### config.mk
export PLATFORM = sky130hd
export DESIGN_NAME = countdown_timer
export DESIGN_NICKNAME = d
export VERILOG_FILES = /design/src/rtl/countdown_timer.sv
export SDC_FILE = /design/constraint.sdc
export NUM_CORES = 1
export LEC_CHECK = 0
export ABC_AREA = 1
export CAP_MARGIN = 20
export CORE_MARGIN = 10
export CORE_UTILIZATION = 36
export CTS_BUF_LIST = sky130_fd_sc_hd__clkbuf_4 sky130_fd_sc_hd__clkbuf_8
export CTS_CLUSTER_DIAMETER = 150
export CTS_CLUSTER_SIZE = 8
export DETAILED_ROUTE_END_ITERATION = 10
export SLEW_MARGIN = 20
export SYNTH_ARGS = -nofsm -noshare
export SYNTH_HDL_FRONTEND = slang
export SYNTH_SLANG_ARGS = --single-unit
### constraint.sdc
create_clock -name clk -period 4.4 [get_ports clk]
set_clock_uncertainty 0.15 [all_clocks]
set_input_delay 0.88 -clock clk [delete_from_list [all_inputs] [get_ports clk]]
set_output_delay 0.88 -clock clk [all_outputs]
set_load 0.01 [all_outputs]
### src/rtl/countdown_timer.sv
// Loadable countdown timer with one-shot and auto-reload modes, a one-cycle
// expiry tick, a sticky expired flag and a saturating count of missed ticks.
module countdown_timer #(
  parameter int WIDTH = 32
) (
  input  logic             clk,
  input  logic             reset_n,
  input  logic             load_valid,
  output logic             load_ready,
  input  logic [WIDTH-1:0] load_value,
  input  logic             periodic,
  input  logic             start,
  input  logic             stop,
  input  logic             ack,
  output logic [WIDTH-1:0] count,
  output logic             running,
  output logic             tick,
  output logic             expired,
  output logic [7:0]       missed_count
);

  localparam logic [1:0] S_IDLE  = 2'd0;
  localparam logic [1:0] S_ARMED = 2'd1;
  localparam logic [1:0] S_RUN   = 2'd2;
  localparam logic [1:0] S_DONE  = 2'd3;

  localparam logic [WIDTH-1:0] ONE = {{(WIDTH-1){1'b0}}, 1'b1};

  logic [1:0]       state;
  logic [WIDTH-1:0] period;
  logic             mode_periodic;
  logic             load_hs;
  logic             expire;

  function automatic logic [7:0] sat_inc(input logic [7:0] v);
    return (v == 8'hFF) ? v : v + 8'd1;
  endfunction

  // A zero period would never expire, so it is treated as one cycle.
  function automatic logic [WIDTH-1:0] clamp_period(input logic [WIDTH-1:0] v);
    return (v == '0) ? ONE : v;
  endfunction

  assign load_ready = reset_n && (state != S_RUN);
  assign load_hs    = load_valid && load_ready;
  // Expiry is suppressed by a same-cycle stop.
  assign expire     = (state == S_RUN) && !stop && (count == ONE);

  always_ff @(posedge clk) begin
    if (!reset_n) begin
      state         <= S_IDLE;
      period        <= '0;
      mode_periodic <= 1'b0;
      count         <= '0;
      running       <= 1'b0;
      tick          <= 1'b0;
      expired       <= 1'b0;
      missed_count  <= 8'd0;
    end else begin
      tick <= expire;

      if (load_hs) begin
        period        <= clamp_period(load_value);
        mode_periodic <= periodic;
        count         <= '0;
        state         <= S_ARMED;
      end else begin
        case (state)
          S_ARMED, S_DONE: begin
            if (start && !stop) begin
              count   <= period;
              state   <= S_RUN;
              running <= 1'b1;
            end
          end
          S_RUN: begin
            if (stop) begin
              count   <= '0;
              state   <= S_ARMED;
              running <= 1'b0;
            end else if (expire) begin
              if (mode_periodic) begin
                count <= period;
              end else begin
                count   <= '0;
                state   <= S_DONE;
                running <= 1'b0;
              end
            end else begin
              count <= count - ONE;
            end
          end
          default: ;
        endcase
      end

      // A coinciding ack clears the miss history but not the new expiry.
      if (expire) begin
        expired <= 1'b1;
        if (ack)
          missed_count <= 8'd0;
        else if (expired)
          missed_count <= sat_inc(missed_count);
      end else if (ack) begin
        expired      <= 1'b0;
        missed_count <= 8'd0;
      end
    end
  end

endmodule

==> flow_summary.json, run 1 <==
{
  "clock-root-buffer": "clkbuf_8",
  "status": "complete, no violations",
  "crit_type": "in2out",
  "worst_pin_slew_ns": 0.989,
  "first_pass_iters": 5,
  "drv_slew": 0,
  "r2r_end": "period[1]",
  "fin_nets": 858,
  "grt_max_degree": 37,
  "avgSynthCellArea_um2": 6.31,
  "postRouteAntennaNets": 0,
  "ys.flop_type": "dfxtp_1",
  "grt_pass1_wl_mm": 24.2,
  "dieWidth_um": 135,
  "syn_area_um2": 4730,
  "die_y_um": 135,
  "drt-initial-drc-count": 461,
  "via_per_inst": 5.18,
  "p_leak_uw": 0.00260,
  "drive_above_1_share_pct": 6.94,
  "ys_seq_elements": 78,
  "placed_cell_area_um2": 5620,
  "vias": 5141,
  "ir_drop_mv": 0.190,
  "syn_to_final_growth_pct": 23.7,
  "synth_edf_count": 0,
  "drt_wl_total_mm": 15.1,
  "cpMostUsedCell": "clkdlybuf4s50_1",
  "yosysWarnings": 0,
  "cts_buffers": 9,
  "critPathRequiredTime_ns": 3.37,
  "crit_chain": "clkdlybuf4s50_1, inv_1, nor2_1, clkdlybuf4s50_1",
  "start_util_pct": 37.2,
  "cp_top_family": "buffers and inverters",
  "core_um2": 12700,
  "post_cts_resized": 0,
  "finalHoldViolCount": 0,
  "async_flop_share_pct": 0,
  "num_antenna_cells": 0,
  "cts.sinks": 78,
  "cts_tree": "built",
  "cts_max_level": 3,
  "cts_setup_buffers": 0,
  "r2r_start": "state[0]",
  "drc": 0,
  "synthesis.instances": 749,
  "grt_pass1_vias": 4764,
  "finalSetupViolations": 0,
  "min_path_type": "reg2reg",
  "slowest_stage": "clkdlybuf4s50_1",
  "fin_area_um2": 5850,
  "crit_path_start_kind": "input pin",
  "hold_path_depth": 2,
  "synth.yosys.seq_area_share_pct": 33.0,
  "cts_buffer_depth": 2,
  "cts_hold_buf": 0,
  "max_stage_delay_ns": 0.55,
  "rows": 41,
  "place_hpwl_mm": 10.8,
  "worstHoldStart": "period[3]",
  "io_pins": 83,
  "dieArea_um2": 18100,
  "syn_nets": 791,
  "fmax_mhz": 293,
  "reg2reg_depth": 9,
  "crit_path_end_kind": "primary output",
  "min_to": "period[3]",
  "maxCapViolations": 0,
  "fin_tns_setup_ns": 0,
  "cp_max_fo": 13,
  "detail_route.wl_per_cell_um": 15.2,
  "antenna_found_initial": 0,
  "port_buffers": 82,
  "power_uw": 1700,
  "grt_overflow": 0,
  "fin_crit_ns": 3.42,
  "path_clk_slew_ns": 0.08,
  "yosysUniqueCellTypes": 33,
  "slew-limit-headroom_pct": 34.0,
  "gr-usage-all-layers_pct": 16.3,
  "clkLatencyLatePin_ns": 0.36,
  "rrSetupSlack_ns": 1.38,
  "cp.arrival_ns": 2.39,
  "cp_num_buf_inv": 3,
  "gp_congestion": 0.915,
  "grt_setup_unrepaired": "false",
  "power_density_nw_per_um2": 291,
  "fin_crit_sh_pct": 77.6
}
[cell usage in the layout, fill, tap and decap left out, types with 3 or more instances in the layout]
master,instances
nand4_1,13
inv_1,108
nor2_2,13
nor2_4,4
inv_2,3
a21oi_1,75
nand3_1,54
ha_1,3
clkbuf_8,10
clkdlybuf4s50_1,82
xor2_1,4
o21ai_1,8
nand2_2,8
dfxtp_1,78
buf_4,3
o21ai_0,81
nor2_1,78
nand2_4,3
o22ai_1,24
nand2_1,149
[registers in the layout, indices dropped and copies added, names as in the netlist]
name / flops
mode_periodic: 1
state: 2
missed_count: 8
tick: 1
running: 1
count: 32
expired: 1
period: 32
[worst register-to-register path: stages, from the launching register on]
cell and delay, ns:
dfxtp_1 0.32, buf_4 0.27, inv_2 0.10, nand2_4 0.30
nand3_4 0.39, inv_2 0.35, nor2_4 0.04, buf_4 0.25
inv_2 0.53, o21ai_0 0.19
[cells in the mapped netlist (3+ instances only)]
cell      number  area share [%]
clkbuf_1      10            0.79
buf_6          4            0.95
nor2_2        13             1.7
dfxtp_1       78              33
o22ai_1       24             3.2
xor2_1         4            0.74
nand2_2        7            0.93
a21oi_1       75             7.9
inv_1        108             8.6
o21ai_1        8            0.85
nor2_4         4            0.95
nand3_1       54             5.7
nand2_1      150              12
nor2_1        78             6.2
inv_2          3            0.24
nand4_1       13             1.7
buf_2          8            0.85
o21ai_0       81             8.6
clkbuf_2       5            0.53
ha_1           3            0.79
nand2_4        3            0.71
[worst max path at each step]
stage | endpoint | depth (start not counted) | startpoint | slack, ns
after detailed placement | load_ready | 4 | reset_n | 0.99
after floorplan | load_ready | 3 | reset_n | 1.97
after global routing | load_ready | 4 | reset_n | 0.94
final | load_ready | 4 | reset_n | 0.98
after global placement | load_ready | 4 | reset_n | 1.0
after CTS | load_ready | 4 | reset_n | 0.98
[through the flow]
| stage | util [%] | setup slack (ns) | hold slack (ns) | std cells |
|---|---|---|---|---|
| floorplan | - | 1.97 | 0.293 | 749 |
| global placement | 44.2 | 0.999 | 0.313 | 977 |
| detailed placement | 44.2 | 0.990 | 0.312 | 977 |
| CTS | 46.0 | 0.979 | 0.332 | 993 |
| global route | 46.0 | 0.938 | 0.357 | 993 |
| finish | 46.0 | 0.984 | 0.337 | 993 |
[report_power, final]
part | leakage [uW] | internal, uW | switching, uW | total [uW]
clock | 0.000117 | 346 | 268 | 614
sequential | 0.000636 | 734 | 20.6 | 755
combinational | 0.00184 | 134 | 200 | 333
[logic make-up (layout without fill, tap and decap cells)]
logic type | after synthesis | after routing | synth area share, %
compound gates | 191 | 191 | 21.2
flops | 78 | 78 | 33.0
simple gates | 333 | 333 | 31.9
fa+ha+maj | 3 | 3 | 0.794
buf+inv | 140 | 212 | 12.3
xor+xnor | 4 | 4 | 0.741
[area by class of cell]
type / instances / area, um2
inverters: 111 / 417
well taps: 172 / 215
multi-input cells: 531 / 2590
clock inverters: 4 / 70.1
repair buffers: 85 / 843
fillers: 1392 / 6870
flip-flops and latches: 78 / 1560
clock buffers: 12 / 153
[metal layers]
layer,GRT usage [%],wire length [um]
met5,0,0
met4,5.50,272
met3,3.64,937
met2,26.1,6910
met1,21.0,6990
(Power assumes the default switching activity.)
==> inputs of run 2 (changes only) <==
Clock period 4.4 ns to 2.8 ns, I/O delays scaled along.
==> flow_summary.json, run 2 (synthesized netlist as in run 1, its figures left out) <==
{
  "cts_max_level": 3,
  "core_um2": 12700,
  "dieArea_um2": 18100,
  "critPathRequiredTime_ns": 2.09,
  "finalSetupViolations": 0,
  "p_leak_uw": 0.00264,
  "cp.arrival_ns": 1.89,
  "fin_nets": 867,
  "die_y_um": 135,
  "status": "complete, no violations",
  "rrSetupSlack_ns": 0.44,
  "hold_path_depth": 2,
  "reg2reg_depth": 8,
  "final_common_cell": "nand2_1",
  "place_hpwl_mm": 11.1,
  "post_cts_resized": 0,
  "cts_hold_buf": 0,
  "timing.hold.ws_ns": 0.331,
  "dieWidth_um": 135,
  "crit_path_end_kind": "primary output",
  "cts_buffers": 9,
  "r2r_start": "count[0]",
  "port_buffers": 82,
  "drive_above_1_share_pct": 7.83,
  "slew-limit-headroom_pct": 38.0,
  "min_path_type": "reg2reg",
  "crit_start": "state[0]",
  "cp_top_family": "buffers and inverters",
  "crit_type": "reg2out",
  "power_density_nw_per_um2": 450,
  "fin_crit_sh_pct": 92.7,
  "worst_pin_slew_ns": 0.926,
  "slowest_stage": "clkdlybuf4s50_1",
  "postRouteAntennaNets": 0,
  "drc": 0,
  "maxCapViolations": 0,
  "antenna_found_initial": 0,
  "final_util_pct": 46.5,
  "grt_overflow": 0,
  "cts_buffer_depth": 2,
  "worstHoldStart": "period[5]",
  "drv_slew": 0,
  "syn_to_final_growth_pct": 25.0,
  "dp.cells": 986,
  "final_cell_mix": "nand2_1, inv_1, clkdlybuf4s50_1",
  "fmax_mhz": 385,
  "path_clk_slew_ns": 0.08,
  "rows": 41,
  "reg_top3": "count: 32 flops, period: 32 flops, missed_count: 8 flops",
  "crit_chain": "inv_2, nand2_4, inv_1, nor2_1, clkdlybuf4s50_1",
  "fillerInstances": 1370,
  "detail_route.wl_per_cell_um": 15.1,
  "ir_drop_mv": 0.185,
  "grt_max_degree": 37,
  "io_pins": 83,
  "stdcell_count": 1002,
  "drt_wl_total_mm": 15.1,
  "crit_path_start_kind": "flop",
  "cts_tree": "built",
  "grt_pass1_wl_mm": 24.7,
  "finalHoldViolCount": 0,
  "min_to": "period[5]",
  "cts.sinks": 78,
  "fin_tns_setup_ns": 0,
  "clkLatencyLatePin_ns": 0.37,
  "path_depth": 5,
  "grt_setup_unrepaired": "false",
  "fin_crit_ns": 2.60,
  "gr-usage-all-layers_pct": 16.5,
  "num_antenna_cells": 0,
  "gp_congestion": 0.871,
  "cp_max_fo": 22,
  "grt_pass1_vias": 4975,
  "vias": 5108,
  "first_pass_iters": 5,
  "max_stage_delay_ns": 0.55,
  "cp_num_buf_inv": 3,
  "clock-root-buffer": "clkbuf_8",
  "via_per_inst": 5.10,
  "drt-initial-drc-count": 504,
  "cts_setup_buffers": 0,
  "start_util_pct": 37.2,
  "r2r_end": "count[6]"
}
-- run 2: metal layers --
layer,global-route usage (%),wire length [um],vias to the layer above
met5,0,0,-
li1,-,-,2589
met4,5.38,226,0
met3,4.45,947,19
met1,20.5,7000,2347
met2,27.1,6960,153
-- run 2: worst max path at each step --
stage,endpoint
floorplan,load_ready
global placement,load_ready
detailed placement,load_ready
CTS,load_ready
global route,load_ready
finish,load_ready
-- run 2: stage by stage --
stage	setup WS (ns)	power, uW	instance area (um2)
floorplan	1.01	1550	4730
global placement	0.270	1730	5690
detailed placement	0.248	1740	5690
CTS	0.200	2670	5910
global route	0.106	2780	5910
finish	0.204	2660	5910
-- run 2: final cells by class --
type | instances | area (um2) | share of cell area [%]
multi-input cells | 531 | 2590 | 43.8
well taps | 172 | 215 | 3.64
flip-flops and latches | 78 | 1560 | 26.4
repair buffers | 94 | 911 | 15.4
inverters | 111 | 417 | 7.05
clock inverters | 3 | 40.0 | 0.677
clock buffers | 13 | 179 | 3.03
-- run 2: worst register-to-register path, cell delays in order, from the launching register on --
cell	delay, ns
dfxtp_1	0.42
ha_1	0.19
nand2_1	0.06
nor2_1	0.16
nand2_2	0.10
o21ai_4	0.75
o21ai_0	0.23
nand2_1	0.12
a21oi_1	0.07
-- run 2: where the power goes --
group / switching [uW] / internal, uW
combinational: 317 / 215
clock: 436 / 507
sequential: 32.0 / 1150
==> inputs of run 3 (changes only) <==
Settings changed: CAP_MARGIN 20 to 10.
==> results of run 3 <==
No change in the layout: final DEF, timing and power equal those of run 2.
